===== src/rtl/mem_arbiter_pkg.sv =====
// Shared types and constants for the fetch/data memory arbiter.
package mem_arbiter_pkg;

    localparam logic [1:0] MEM_B = 2'b00;
    localparam logic [1:0] MEM_H = 2'b01;
    localparam logic [1:0] MEM_W = 2'b10;

    typedef enum logic [2:0] {
        ST_IDLE   = 3'd0,
        ST_D_REQ  = 3'd1,
        ST_D_WAIT = 3'd2,
        ST_I_REQ  = 3'd3,
        ST_I_WAIT = 3'd4
    } state_e;

    typedef enum logic {
        GRANT_DATA = 1'b0,
        GRANT_INST = 1'b1
    } grant_e;

    // Load attributes latched at issue, needed when read data returns.
    typedef struct packed {
        logic [1:0] mtype;
        logic       sign;
        logic [1:0] lo;
    } acc_t;

    function automatic logic is_misaligned(input logic [1:0] mtype, input logic [1:0] lo);
        case (mtype)
            MEM_B:   return 1'b0;
            MEM_H:   return lo[0];
            default: return (lo != 2'b00);
        endcase
    endfunction

endpackage


===== src/rtl/mem_align.sv =====
// Byte-lane steering for stores, extraction/extension for loads, misalign detect.
module mem_align
    import mem_arbiter_pkg::*;
(
    input  logic [1:0]  st_lo,
    input  logic [1:0]  st_type,
    input  logic [31:0] st_data,
    output logic [3:0]  st_strb_c,
    output logic [31:0] st_data_c,
    output logic        misalign_c,
    input  logic [1:0]  ld_lo,
    input  logic [1:0]  ld_type,
    input  logic        ld_sign,
    input  logic [31:0] ld_raw,
    output logic [31:0] ld_data_c
);

    logic [7:0]  ld_byte;
    logic [15:0] ld_half;

    assign misalign_c = is_misaligned(st_type, st_lo);

    always_comb begin
        st_strb_c = 4'b1111;
        st_data_c = st_data;
        case (st_type)
            MEM_B: begin
                st_strb_c = 4'b0001 << st_lo;
                st_data_c = {4{st_data[7:0]}};
            end
            MEM_H: begin
                st_strb_c = st_lo[1] ? 4'b1100 : 4'b0011;
                st_data_c = {2{st_data[15:0]}};
            end
            default: ;
        endcase
    end

    always_comb begin
        case (ld_lo)
            2'd0:    ld_byte = ld_raw[7:0];
            2'd1:    ld_byte = ld_raw[15:8];
            2'd2:    ld_byte = ld_raw[23:16];
            default: ld_byte = ld_raw[31:24];
        endcase
        ld_half = ld_lo[1] ? ld_raw[31:16] : ld_raw[15:0];
        case (ld_type)
            MEM_B:   ld_data_c = ld_sign ? {{24{ld_byte[7]}}, ld_byte} : {24'd0, ld_byte};
            MEM_H:   ld_data_c = ld_sign ? {{16{ld_half[15]}}, ld_half} : {16'd0, ld_half};
            default: ld_data_c = ld_raw;
        endcase
    end

endmodule


===== src/rtl/mem_arbiter.sv =====
// Arbitrates one variable-latency memory bus between instruction fetch and
// the MEM-stage data port; data has priority but fetch gets every other slot.
module mem_arbiter
    import mem_arbiter_pkg::*;
#(
    parameter int unsigned AW = 32,
    parameter int unsigned DW = 32
) (
    input  logic          clk,
    input  logic          rst,
    input  logic          if_req,
    input  logic [AW-1:0] if_addr,
    input  logic          if_flush,
    output logic [DW-1:0] if_rdata,
    output logic          if_valid,
    output logic          if_stall,
    input  logic          d_rmem,
    input  logic          d_wmem,
    input  logic [AW-1:0] d_addr,
    input  logic [DW-1:0] d_wdata,
    input  logic [1:0]    d_type,
    input  logic          d_sign,
    output logic [DW-1:0] d_rdata,
    output logic          d_valid,
    output logic          d_err,
    output logic          d_stall,
    output logic          bus_req,
    output logic          bus_we,
    output logic [AW-1:0] bus_addr,
    output logic [DW-1:0] bus_wdata,
    output logic [3:0]    bus_wstrb,
    input  logic          bus_gnt,
    input  logic          bus_rvalid,
    input  logic [DW-1:0] bus_rdata
);

    state_e        state_q, state_d;
    grant_e        last_grant_q, last_grant_d;
    logic          arb_if_q, arb_if_d;
    logic          drop_fetch_q, drop_fetch_d;
    acc_t          acc_q, acc_d;
    logic          bus_req_q, bus_req_d;
    logic          bus_we_q, bus_we_d;
    logic [AW-1:0] bus_addr_q, bus_addr_d;
    logic [DW-1:0] bus_wdata_q, bus_wdata_d;
    logic [3:0]    bus_wstrb_q, bus_wstrb_d;
    logic [DW-1:0] if_rdata_q, if_rdata_d;
    logic [DW-1:0] d_rdata_q, d_rdata_d;
    logic          if_valid_q, if_valid_d;
    logic          d_valid_q, d_valid_d;
    logic          d_err_q, d_err_d;

    logic          data_pend;
    logic          arb_ok;
    logic          fetch_win;
    logic [3:0]    st_strb_c;
    logic [31:0]   st_data_c;
    logic          misalign_c;
    logic [31:0]   ld_data_c;

    mem_align u_align (
        .st_lo      (d_addr[1:0]),
        .st_type    (d_type),
        .st_data    (d_wdata),
        .st_strb_c  (st_strb_c),
        .st_data_c  (st_data_c),
        .misalign_c (misalign_c),
        .ld_lo      (acc_q.lo),
        .ld_type    (acc_q.mtype),
        .ld_sign    (acc_q.sign),
        .ld_raw     (bus_rdata),
        .ld_data_c  (ld_data_c)
    );

    assign data_pend = d_rmem | d_wmem;
    // A completion pulse in flight means the requester has not yet dropped its request.
    assign arb_ok    = ~if_valid_q & ~d_valid_q;
    assign fetch_win = if_req & (~data_pend | ((last_grant_q == GRANT_DATA) & arb_if_q));

    always_comb begin
        state_d      = state_q;
        last_grant_d = last_grant_q;
        arb_if_d     = arb_if_q;
        drop_fetch_d = drop_fetch_q;
        acc_d        = acc_q;
        bus_req_d    = bus_req_q;
        bus_we_d     = bus_we_q;
        bus_addr_d   = bus_addr_q;
        bus_wdata_d  = bus_wdata_q;
        bus_wstrb_d  = bus_wstrb_q;
        if_rdata_d   = if_rdata_q;
        d_rdata_d    = d_rdata_q;
        if_valid_d   = 1'b0;
        d_valid_d    = 1'b0;
        d_err_d      = 1'b0;

        case (state_q)
            ST_IDLE: begin
                drop_fetch_d = 1'b0;
                if (arb_ok && (data_pend || if_req)) begin
                    arb_if_d = if_req;
                    if (fetch_win) begin
                        last_grant_d = GRANT_INST;
                        state_d      = ST_I_REQ;
                        bus_req_d    = 1'b1;
                        bus_we_d     = 1'b0;
                        bus_addr_d   = if_addr & ~AW'(3);
                        bus_wstrb_d  = 4'b0000;
                        bus_wdata_d  = '0;
                    end else begin
                        last_grant_d = GRANT_DATA;
                        if (misalign_c) begin
                            d_valid_d = 1'b1;
                            d_err_d   = 1'b1;
                            d_rdata_d = '0;
                        end else begin
                            state_d     = ST_D_REQ;
                            bus_req_d   = 1'b1;
                            bus_we_d    = d_wmem;
                            bus_addr_d  = d_addr & ~AW'(3);
                            bus_wstrb_d = d_wmem ? st_strb_c : 4'b0000;
                            bus_wdata_d = d_wmem ? DW'(st_data_c) : '0;
                            acc_d       = '{mtype: d_type, sign: d_sign, lo: d_addr[1:0]};
                        end
                    end
                end
            end
            ST_D_REQ: begin
                if (bus_gnt) begin
                    bus_req_d = 1'b0;
                    if (bus_we_q) begin
                        d_valid_d = 1'b1;
                        state_d   = ST_IDLE;
                    end else begin
                        state_d = ST_D_WAIT;
                    end
                end
            end
            ST_D_WAIT: begin
                if (bus_rvalid) begin
                    d_rdata_d = DW'(ld_data_c);
                    d_valid_d = 1'b1;
                    state_d   = ST_IDLE;
                end
            end
            ST_I_REQ: begin
                if (if_flush) drop_fetch_d = 1'b1;
                if (bus_gnt) begin
                    bus_req_d = 1'b0;
                    state_d   = ST_I_WAIT;
                end
            end
            ST_I_WAIT: begin
                if (if_flush) drop_fetch_d = 1'b1;
                // A flushed fetch still drains its read beat, it just is not reported.
                if (bus_rvalid) begin
                    if_rdata_d   = bus_rdata;
                    if_valid_d   = ~(drop_fetch_q | if_flush);
                    drop_fetch_d = 1'b0;
                    state_d      = ST_IDLE;
                end
            end
            default: state_d = ST_IDLE;
        endcase
    end

    always_ff @(posedge clk) begin
        if (rst) begin
            state_q      <= ST_IDLE;
            last_grant_q <= GRANT_DATA;
            arb_if_q     <= 1'b0;
            drop_fetch_q <= 1'b0;
            acc_q        <= '0;
            bus_req_q    <= 1'b0;
            bus_we_q     <= 1'b0;
            bus_addr_q   <= '0;
            bus_wdata_q  <= '0;
            bus_wstrb_q  <= 4'b0000;
            if_rdata_q   <= '0;
            d_rdata_q    <= '0;
            if_valid_q   <= 1'b0;
            d_valid_q    <= 1'b0;
            d_err_q      <= 1'b0;
        end else begin
            state_q      <= state_d;
            last_grant_q <= last_grant_d;
            arb_if_q     <= arb_if_d;
            drop_fetch_q <= drop_fetch_d;
            acc_q        <= acc_d;
            bus_req_q    <= bus_req_d;
            bus_we_q     <= bus_we_d;
            bus_addr_q   <= bus_addr_d;
            bus_wdata_q  <= bus_wdata_d;
            bus_wstrb_q  <= bus_wstrb_d;
            if_rdata_q   <= if_rdata_d;
            d_rdata_q    <= d_rdata_d;
            if_valid_q   <= if_valid_d;
            d_valid_q    <= d_valid_d;
            d_err_q      <= d_err_d;
        end
    end

    assign bus_req   = bus_req_q;
    assign bus_we    = bus_we_q;
    assign bus_addr  = bus_addr_q;
    assign bus_wdata = bus_wdata_q;
    assign bus_wstrb = bus_wstrb_q;
    assign if_rdata  = if_rdata_q;
    assign if_valid  = if_valid_q;
    assign d_rdata   = d_rdata_q;
    assign d_valid   = d_valid_q;
    assign d_err     = d_err_q;
    assign if_stall  = if_req & ~if_valid_q;
    assign d_stall   = data_pend & ~d_valid_q;

endmodule


===== config.mk =====
export PLATFORM = sky130hd
export DESIGN_NAME = mem_arbiter
export DESIGN_NICKNAME = d
export VERILOG_FILES = /design/src/rtl/mem_arbiter_pkg.sv /design/src/rtl/mem_align.sv /design/src/rtl/mem_arbiter.sv
export SDC_FILE = /design/constraint.sdc
export NUM_CORES = 1
export LEC_CHECK = 0
export BUFFER_PORTS_ARGS = -buffer_cell sky130_fd_sc_hd__buf_2
export CAP_MARGIN = 0
export CORE_AREA = 2 2 153 95
export CTS_CLUSTER_SIZE = 10
export DETAILED_ROUTE_END_ITERATION = 8
export DIE_AREA = 0 0 155 97
export GPL_TIMING_DRIVEN = 0
export PLACE_DENSITY = 0.78
export SYNTH_ARGS = -nofsm -noshare
export SYNTH_HDL_FRONTEND = slang
export SYNTH_HIERARCHICAL = 1
export SYNTH_SLANG_ARGS = --single-unit

===== constraint.sdc =====
create_clock -name clk -period 2.9 [get_ports clk]
set_input_delay 0.58 -clock clk [delete_from_list [all_inputs] [get_ports clk]]
set_output_delay 0.58 -clock clk [all_outputs]
set_load 0.01 [all_outputs]

==> results.md <==
- The flow ran to the end, and the final reports show no timing, DRC or antenna violations.
- The CTS tree is built.
- Setup violations remaining at the end of the flow were counted as 0.
- In the routed layout, each cell is associated on average with a via count of roughly 5.5.
- The maximum operating frequency is ~400 MHz.
- Of the available clock period, the critical path in the final layout requires 85.71%.
- The cell at the slowest stage of the critical path is clkbuf_1.
- The instance count after placement with tap cells included is 1,166.
- The cell area after placement is 7986 sq um.
- Across the VDD grid, the largest voltage drop is 395.0 uV.
- The number of design-rule violations left by the first detailed-router iteration is 691.
- The initial core utilization is roughly 47%.
- Yosys mapped a number of flops with a built-in enable equal to 0.
- At the pin with the least slew margin, the transition time is just over 1 ns.
- The clock root buffer is clkbuf_16.
- Buffers inserted to repair hold after CTS numbered 0.
- The cell row count is 33.
- The maximum fanout along the worst path is 10.
- The total negative setup slack is 0 ns.
- The commonest register cell after synthesis is dfxtp_1.
- The number of buffers inserted during clock tree synthesis is 17.
- Setup repair after global routing left no endpoint under its margin.
- Routability-driven placement finished with a final weighted congestion of between 0.9 and 1.
- In the global route stage, overall resource usage came out at 28.90%.
- The total detailed-routing wirelength is 22,250 um.
- Once layout is complete, the cells apart from fillers number 1,200.
- The first detailed-routing pass took 5 iterations.
- After the last flow step, the layout net total stands at between 1,000 and 1,500.
- The met3 routing resource usage after global routing is 11.07%.
- The global-route layer with the greatest usage is met2.
- Traced cell by cell, the critical path runs through buf_2 > clkbuf_1 > a21oi_1 > nor2_1 > buf_2 > o31a_1 > a31oi_1 > nor3_2 > clkbuf_1 > a22o_1.
- The number of antenna violations at the first check in global routing came to 3.
- The die boundary height is between 90 and 100 um.
- The data arrival time of the critical path is 2.84 ns.
- The tool flagged a number of max-cap violations equal to 0.
- The path class of the tightest hold or removal check is primary input to register.
- The required arrival time at the worst endpoint is 3.25 ns.
- The clock net in this run drives a total of 146 sinks.
- After synthesis the netlist holds a flip-flop and latch count of 146.
- The estimated wirelength of the detail-placed design is 16,880 um.
- The critical path is of the primary input to register type.
- The cell count after synthesis came out at roughly 720.
- The combined area of the multi-input logic cells is 3103 sq um.
- The clock period could shrink to 2.486 ns.
- The first global-routing pass estimated 33,950 um of wire.
- The reported leakage power is approximately 4.1 nW.
- The mapped netlist covers 6402 sq um.
- The die covers between 15,000 and 20,000 sq um.
- The critical path's largest stage delay is 0.46 ns.
- Yosys printed 6 warnings.
- By area the synthesized netlist is led by dfxtp_1, nand2_1, a22o_1, a311oi_1, a21oi_1.
- A synthesized cell averages 8.917 sq um.
- The cell area after layout is 8621 sq um.
- The number of library cell types mapped by synthesis is 45.
- The storage element area is 2923 sq um.
- The clock network latency to the later pin of the worst-skew pair is 0.42 ns.
- The endpoint kind of the worst setup timing path is a register.
- The worst slew margin relative to its limit is about a third.
- The fraction of final layout cells sized beyond drive strength 1 is 36.17%.
- The number of routed nets with antenna violations is 0.
- Detailed routing inserted a total of 6,580 vias.
- Summed over all layers, the global routing overflow is 0.
- Entering global routing, the biggest net connects 17 pins.
- The area fraction of the dominant cell type after synthesis is 45.65%.
- Fill cells in the final layout number approximately 1,200.
- The port buffer count is between 200 and 300.
- In this run the post-CTS setup repair buffer count came out at 0.
- STA classifies the critical path startpoint as a primary input.
- The met2 track demand over resource in global routing is 41.06%.
- The clock-pin slew reported for the worst setup and hold paths after clock tree synthesis is around 0.07 ns.
- The number of failing hold endpoints at the final stage is 0.
- The number of remaining DRC errors is 0.
- The via count of the first global-routing pass was 6,147.
- The share of flip-flops with an asynchronous set or reset after synthesis is 0%.
- In this run the standard cell core region covers 13,500 sq um.
- The clock tree buffer depth is 2.
- The share of the Yosys chip area taken by registers is 45.65%.
- The synthesis-to-finish area growth is 34.65%.
- Once the clock tree was built, the resizer swapped 0 gates to a different size.
- The die extent in x is approximately 160 um.
- The final count of pins violating max slew came to 0.
- In the global route stage, met1 resource usage came out at 40.76%.
- The biggest area consumer among synthesized cells is dfxtp_1.
- The detail-routed net length per standard cell is 18.54 um.
- The total I/O pin count is between 200 and 300.
- The worst setup skew after layout is 0.01364 ns.
- Dividing total power by cell area gives a power density of approximately 700 nW/um^2.
- The clock tree synthesis step divided the H-tree into 4 levels.
-- report_power, final --
part	leakage, nW	internal (W)	switching (W)
sequential	1.19	0.00218	0.000102
clock	0.307	0.00141	0.000937
combinational	2.62	0.000539	0.000803
total	4.11	0.00413	0.00184
-- path summary, 6_finish.rpt --
kind,startpoint,end,slack (ns),cells after the start
worst max-delay path,d_type[1],d_rdata[14],0.41,10
worst min-delay path,if_flush,if_valid,0.36,2
worst max register to register,state_q[2],if_rdata[11],0.63,5
worst min register to register,if_rdata[31],if_rdata[31],0.46,2
-- stage by stage --
step           power (W)  util [%]  hold slack, ns  setup slack [ns]
6_report        0.005968     63.85          0.3616            0.4144
3_5_place_dp    0.003643     59.15          0.4461           0.02144
5_1_grt         0.006241     63.85          0.3455            0.1896
3_3_place_gp    0.003619     59.15          0.4325           0.03941
4_1_cts         0.005981     63.81          0.3372            0.4436
2_1_floorplan   0.003130         -          0.4165            0.7084
-- area by class of cell --
class	count	area share (%)
Timing Repair Buffer	272	15.79
Inverter	4	0.1742
Clock buffer	18	5.094
Buffer	69	4.238
Tap cell	175	2.540
Multi-Input combinational cell	500	35.99
Antenna cell	2	0.05806
Sequential cell	146	33.90
Clock inverter	14	2.206
-- state kept, by name (all words and copies together), names as in the netlist --
| register | flops |
|---|---|
| bus_addr | 30 |
| state_q | 3 |
| d_valid | 1 |
| bus_wstrb | 4 |
| if_valid | 1 |
| bus_wdata | 32 |
| d_err | 1 |
| d_rdata | 32 |
| drop_fetch_q | 1 |
| bus_req | 1 |
| acc_q | 5 |
| last_grant_q | 1 |
| arb_if_q | 1 |
| bus_we | 1 |
| if_rdata | 32 |
-- worst max-delay path: cells and delay by family --
| family | cells | cell delay (ns) |
|---|---|---|
| buf+inv | 4 | 1.17 |
| simple gates | 2 | 0.50 |
| compound gates | 4 | 0.56 |
-- cells in the final DEF (no fill, tap or decap), types with 3 or more instances in the layout --
cell type	Yosys	final
buf_2	16	288
nand2_1	173	173
dfxtp_1	146	146
a22o_1	72	72
nor2_1	50	50
a21oi_1	46	46
clkbuf_1	35	35
a311oi_1	30	30
mux2_2	18	18
clkbuf_16	0	17
mux2i_1	16	16
buf_4	13	13
o21ai_0	11	11
a221o_1	8	8
nor2b_1	7	7
a2bb2oi_1	7	7
o22a_1	7	7
a21o_1	6	6
inv_6	0	6
buf_6	5	5
nand2b_1	5	5
and2b_1	4	4
inv_1	4	4
o21bai_1	4	4
a31oi_1	3	3
nor3_1	3	3
bufinv_16	0	3
-- synthesized netlist by cell type (3+ instances only) --
master	instances
a21oi_1	46
o22a_1	7
mux2_2	18
buf_2	16
a221o_1	8
nor2b_1	7
dfxtp_1	146
nor3_1	3
a31oi_1	3
a311oi_1	30
o21ai_0	11
buf_6	5
a22o_1	72
clkbuf_1	35
and2b_1	4
a21o_1	6
nor2_1	50
nand2_1	173
inv_1	4
buf_4	13
o21bai_1	4
a2bb2oi_1	7
mux2i_1	16
nand2b_1	5
-- routing by layer --
metal / up-vias / wire length (um)
li1: 3139 / -
met1: 3057 / 10150
met2: 355 / 9331
met3: 27 / 2484
met4: 2 / 273
met5: - / 7
-- cells by family after synthesis --
kind of cell	share of synthesized area [%]
compound gates	25.13
buf+inv	5.941
flops	45.65
mux	5.667
other cells	0.05857
simple gates	17.55
(Power assumes the default switching activity.)
